==> src/rtl/mdu_iterative.sv <==
// Iterative multiply/divide unit owning HI/LO: multi-cycle mult, restoring divide, mthi/mtlo.
// Define MDU_MADD_EN to enable madd/maddu/msub/msubu (codes 7..10) accumulating into HI/LO.
module mdu_iterative #(
    parameter int unsigned MUL_CYCLES = 5
) (
    input  logic        clk,
    input  logic        reset_n,
    input  logic [31:0] A,
    input  logic [31:0] B,
    input  logic [3:0]  mdctr,
    input  logic        start,
    output logic        busy,
    output logic [31:0] hi,
    output logic [31:0] lo
);

    localparam logic [3:0] OpMult  = 4'd1;
    localparam logic [3:0] OpMultu = 4'd2;
    localparam logic [3:0] OpDiv   = 4'd3;
    localparam logic [3:0] OpDivu  = 4'd4;
    localparam logic [3:0] OpMthi  = 4'd5;
    localparam logic [3:0] OpMtlo  = 4'd6;
`ifdef MDU_MADD_EN
    localparam logic [3:0] OpMadd  = 4'd7;
    localparam logic [3:0] OpMaddu = 4'd8;
    localparam logic [3:0] OpMsub  = 4'd9;
    localparam logic [3:0] OpMsubu = 4'd10;
`endif

    localparam logic [4:0] MulCntInit = 5'(MUL_CYCLES - 1);
    localparam logic [4:0] DivCntInit = 5'd31;

    typedef enum logic [1:0] {StIdle, StMul, StDiv, StFix} state_e;

    state_e      r_state;
    logic        r_busy;
    logic [31:0] r_hi;
    logic [31:0] r_lo;
    logic [4:0]  r_cnt;
    logic [63:0] r_prod;
    logic [31:0] r_rem;
    logic [31:0] r_quot;
    logic [31:0] r_dvs;
    logic        r_neg_q;
    logic        r_neg_r;
    logic        r_dz;
`ifdef MDU_MADD_EN
    logic        r_acc_en;
    logic        r_acc_sub;
`endif

    // One shared 64x64 multiplier; operands are sign- or zero-extended, low 64 bits kept.
    logic        w_mul_signed;
    logic [63:0] w_mul_a;
    logic [63:0] w_mul_b;
    logic [63:0] w_prod;

`ifdef MDU_MADD_EN
    assign w_mul_signed = (mdctr == OpMult) || (mdctr == OpMadd) || (mdctr == OpMsub);
`else
    assign w_mul_signed = (mdctr == OpMult);
`endif
    assign w_mul_a = {{32{w_mul_signed & A[31]}}, A};
    assign w_mul_b = {{32{w_mul_signed & B[31]}}, B};
    assign w_prod  = w_mul_a * w_mul_b;

    logic        w_div_signed;
    logic [31:0] w_a_abs;
    logic [31:0] w_b_abs;

    assign w_div_signed = (mdctr == OpDiv);
    assign w_a_abs      = (w_div_signed && A[31]) ? (32'd0 - A) : A;
    assign w_b_abs      = (w_div_signed && B[31]) ? (32'd0 - B) : B;

    // Restoring step: shift rem:quot left one bit, trial subtract, keep if non-negative.
    logic [32:0] w_rem_shift;
    logic [32:0] w_trial;
    logic        w_qbit;
    logic [31:0] w_rem_next;

    assign w_rem_shift = {r_rem, r_quot[31]};
    assign w_trial     = w_rem_shift - {1'b0, r_dvs};
    assign w_qbit      = ~w_trial[32];
    assign w_rem_next  = w_qbit ? w_trial[31:0] : w_rem_shift[31:0];

    always_ff @(posedge clk or negedge reset_n) begin
        if (!reset_n) begin
            r_state   <= StIdle;
            r_busy    <= 1'b0;
            r_hi      <= '0;
            r_lo      <= '0;
            r_cnt     <= '0;
            r_prod    <= '0;
            r_rem     <= '0;
            r_quot    <= '0;
            r_dvs     <= '0;
            r_neg_q   <= 1'b0;
            r_neg_r   <= 1'b0;
            r_dz      <= 1'b0;
`ifdef MDU_MADD_EN
            r_acc_en  <= 1'b0;
            r_acc_sub <= 1'b0;
`endif
        end else begin
            case (r_state)
                StIdle: begin
                    if (start) begin
                        case (mdctr)
                            OpMult, OpMultu: begin
                                r_prod    <= w_prod;
                                r_cnt     <= MulCntInit;
                                r_busy    <= 1'b1;
                                r_state   <= StMul;
`ifdef MDU_MADD_EN
                                r_acc_en  <= 1'b0;
                                r_acc_sub <= 1'b0;
`endif
                            end
`ifdef MDU_MADD_EN
                            OpMadd, OpMaddu, OpMsub, OpMsubu: begin
                                r_prod    <= w_prod;
                                r_cnt     <= MulCntInit;
                                r_busy    <= 1'b1;
                                r_state   <= StMul;
                                r_acc_en  <= 1'b1;
                                r_acc_sub <= (mdctr == OpMsub) || (mdctr == OpMsubu);
                            end
`endif
                            OpDiv, OpDivu: begin
                                r_rem   <= '0;
                                r_quot  <= w_a_abs;
                                r_dvs   <= w_b_abs;
                                r_neg_q <= w_div_signed & (A[31] ^ B[31]);
                                r_neg_r <= w_div_signed & A[31];
                                r_dz    <= (B == 32'd0);
                                r_cnt   <= DivCntInit;
                                r_busy  <= 1'b1;
                                r_state <= StDiv;
                            end
                            OpMthi: r_hi <= A;
                            OpMtlo: r_lo <= A;
                            default: ;
                        endcase
                    end
                end
                StMul: begin
                    if (r_cnt == 5'd0) begin
`ifdef MDU_MADD_EN
                        // Accumulate against HI/LO as they stand now, not at issue.
                        if (!r_acc_en) begin
                            {r_hi, r_lo} <= r_prod;
                        end else if (r_acc_sub) begin
                            {r_hi, r_lo} <= {r_hi, r_lo} - r_prod;
                        end else begin
                            {r_hi, r_lo} <= {r_hi, r_lo} + r_prod;
                        end
`else
                        {r_hi, r_lo} <= r_prod;
`endif
                        r_busy  <= 1'b0;
                        r_state <= StIdle;
                    end else begin
                        r_cnt <= r_cnt - 5'd1;
                    end
                end
                StDiv: begin
                    r_rem  <= w_rem_next;
                    r_quot <= {r_quot[30:0], w_qbit};
                    if (r_cnt == 5'd0) begin
                        r_state <= StFix;
                    end else begin
                        r_cnt <= r_cnt - 5'd1;
                    end
                end
                StFix: begin
                    // Divide by zero still spends the full latency but leaves HI/LO untouched.
                    if (!r_dz) begin
                        r_lo <= r_neg_q ? (32'd0 - r_quot) : r_quot;
                        r_hi <= r_neg_r ? (32'd0 - r_rem) : r_rem;
                    end
                    r_busy  <= 1'b0;
                    r_state <= StIdle;
                end
                default: begin
                    r_busy  <= 1'b0;
                    r_state <= StIdle;
                end
            endcase
        end
    end

    assign busy = r_busy;
    assign hi   = r_hi;
    assign lo   = r_lo;

endmodule
==> config.mk <==
export PLATFORM = sky130hd
export DESIGN_NAME = mdu_iterative
export DESIGN_NICKNAME = d
export VERILOG_FILES = /design/src/rtl/mdu_iterative.sv
export SDC_FILE = /design/constraint.sdc
export NUM_CORES = 2
export LEC_CHECK = 0
export CAP_MARGIN = 20
export CORE_MARGIN = 5
export CORE_UTILIZATION = 46
export CTS_CLUSTER_DIAMETER = 50
export DETAILED_ROUTE_END_ITERATION = 8
export GPL_ROUTABILITY_DRIVEN = 0
export SYNTH_ARGS = -nofsm -noshare
export SYNTH_HDL_FRONTEND = slang
export SYNTH_SLANG_ARGS = --single-unit
==> constraint.sdc <==
create_clock -name clk -period 9.5 [get_ports clk]
set_input_delay 1.425 -clock clk [delete_from_list [all_inputs] [get_ports clk]]
set_output_delay 1.425 -clock clk [all_outputs]
set_load 0.02 [all_outputs]
==> impl_results.md <==
- Status: complete, no violations
- Hold WC Path Type: reg2reg
- Total grt overflow: 0
- Post-synth EDFFs: 0
- Sequential fraction of the synthesis area: about 11%
- Final hold slack: approximately 480 ps
- First-pass GRT wire length: between 200 and 300 mm
- Worst Reg-to-Reg Cells: 14
- DR iter-0 viols: 3331
- R2r setup slk: about 5400 ps
- Area added between synthesis and finish: 11.4%
- All-Layer GR Usage: approximately 29%
- Synth async-reset ratio: 100%
- Die width: 348 µm
- Period utilisation layout: 96.4%
- Port-buffer cells: ~140
- Worst r2r src: r_quot[31]$_DFFE_PN0P_
- Worst skew pair latency: roughly 550 ps
- Maximum clock insertion buffer count: 3
- Vias in the first global route: between 40000 and 50000
- Commonest non-fill, non-tap cell in the layout: inv_1
- Final net count: between 7000 and 8000
- Setup CP Type: in2reg
- Die Y: roughly 350 µm
- Vias/cell: ~5.4
- Max cap viols: 0
- Vias: around 42000
- Most frequent CP cell: fa_1
- Crit. End Element: flop
- Achievable Freq: 109 MHz
- Commonest non-fill, non-tap cells in the layout: inv_1, fa_1, nand2_1
- Htree depth: 1
- Worst Setup EP: r_prod[52]$_DFFE_PN0P_
- CTS tree: yes
- Pins Over Slew Limit: 0
- Final HPWL DP: between 100 and 150 mm
- Cells after synthesis: between 5000 and 6000
- Worst-Margin Slew: between 900 and 1000 ps
- Initial core utilization: 46.4%
- Critical Path Start Type: input pin
- Slew HR: 33.9%
- Initial antenna violation count: 13
- Sequential Area: ~5900 µm²
- Yosys top cell by area: fa_1
- Fin. Hold Viols: 0
- Critical Path Source: mdctr[1]
- Dominant cells by area after synthesis: fa_1, dfrtp_1, inv_1
- Fillers: ~11000
- Syn Std Cell Area: roughly 52000 µm²
- Min Tclk post-route: between 9000 and 10000 ps
- Clk slew on worst S/H paths: ~70 ps
- CTS Buf Count: 24
- IO Count: around 140
- Top_reg_cell synth: dfrtp_1
- Worst path max stage delay: approximately 630 ps
- Drt wl/cell: 22.3 µm
- Largest net degree at the start of global routing: roughly 100
- Final worst-path setup slack: 337 ps
- Pre-CTS worst setup slack: -221 ps
- Total iterations of the first detailed-routing run: 6
- Crit path required time: roughly 9900 ps
- Post-synth cell types: between 80 and 90
- Worst clock skew: 13.2 ps
- Reg-to-reg endpoint: r_rem[2]$_DFFE_PN0P_
- Root Buffer: clkbuf_16
- Area of the multi-input gates: around 41000 µm²
- Seq cells post-synth: 235
- Drt total wl: ~170 mm
- RSZ-0062 raised after global routing: no
- FP Rows: around 120
- DRC violations left: 0
- CP max-delay cell: fa_2
- Count of final setup violators: 0
- CP Max Fanout: 4
- Core Area: between 100000 and 150000 µm²
- CTS sink count: roughly 240
- Die area: 121000 µm²
- Synthesized area per cell: slightly below 9 µm²
- Top cell type's share of synthesized area: between 40% and 50%
- Share of cells above drive strength 1: under 10%
- Arr. time, crit path: 9570 ps
- Ys Warns: 0
- Syn_nets: between 7000 and 8000
- ANT nets after route: 0
-- area by class of cell --
type,count,share of cell area [%]
inverter,1191,7.65
sequential,235,10.1
clock buffer,32,1.15
multi-input combinational,4136,69.5
timing repair buffer,550,8.15
tap,1500,3.21
clock inverter,12,0.248
antenna,7,0.0300
-- cells in the mapped netlist, types with 52 or more instances --
master       n
clkbuf_1   283
a21oi_1    191
dfrtp_1    235
nand2_1   1073
inv_1     1191
o21ai_0    288
and2_1     301
xnor2_1    147
xor2_1      76
ha_1       255
fa_1      1126
buf_1       54
nor2_1     134
a22o_1      52
-- worst min-delay path by stage --
stage,start,slack [ps],depth (start not counted),to
floorplan,r_dvs[23]$_DFFE_PN0P_,450,2,r_dvs[23]$_DFFE_PN0P_
global placement,r_dvs[18]$_DFFE_PN0P_,460,2,r_dvs[18]$_DFFE_PN0P_
detailed placement,lo[4]$_DFFE_PN0P_,470,2,lo[4]$_DFFE_PN0P_
CTS,lo[5]$_DFFE_PN0P_,480,2,lo[5]$_DFFE_PN0P_
global route,r_dvs[9]$_DFFE_PN0P_,490,2,r_dvs[9]$_DFFE_PN0P_
finish,hi[29]$_DFFE_PN0P_,480,2,hi[29]$_DFFE_PN0P_
-- per-layer routing --
layer / global-route usage [%] / vias up / routed length [µm]
li1: - / 18300 / -
met1: 41.6 / 21400 / 73600
met2: 44.2 / 1817 / 76000
met3: 5.11 / 254 / 15800
met4: 7.81 / 2 / 5630
met5: 0 / - / 12
-- worst max-delay path, delay by kind of cell --
family,cells,cell delay (ps)
adders and majority gates,9,4540
AOI/OAI and AO/OA,7,1290
buffers and inverters,9,1270
and+or+nand+nor,5,750
xor gates and xnor gates,1,280
-- per-stage QoR --
step	setup TNS, ps	cells	instance area [µm²]	util [%]
6_report	0	7663	58500	51.7
5_1_grt	0	7658	58400	51.7
4_1_cts	0	7653	58400	51.7
3_5_place_dp	-1590	7609	57600	50.9
3_3_place_gp	-942	7609	57600	50.9
2_1_floorplan	0	5929	52500	-
-- cell families after synthesis --
group           Yosys count  share of synthesized area [%]
buf+inv                1558                           11.5
fa+ha+maj              1381                           49.0
xor+xnor                223                           3.72
compound gates          763                           8.95
flops                   235                           11.2
mux                      38                          0.744
simple gates           1731                           14.9
-- sequential cells by signal, indices dropped and copies added, names as in the netlist --
signal / flops
r_dz: 1
r_cnt: 5
r_quot: 32
r_dvs: 32
hi: 32
lo: 32
r_prod: 64
r_neg_q: 1
busy: 1
r_neg_r: 1
r_state: 2
r_rem: 32
-- timing repair --
item	in CTS	in global routing
resized for setup	0	5
setup endpoints to repair	0	9
setup buffers	0	0
hold buffers	0	0
Power is left out: the tool's default activity adds up to more than one toggle a clock period on the data nets, which glitch-free logic cannot reach.
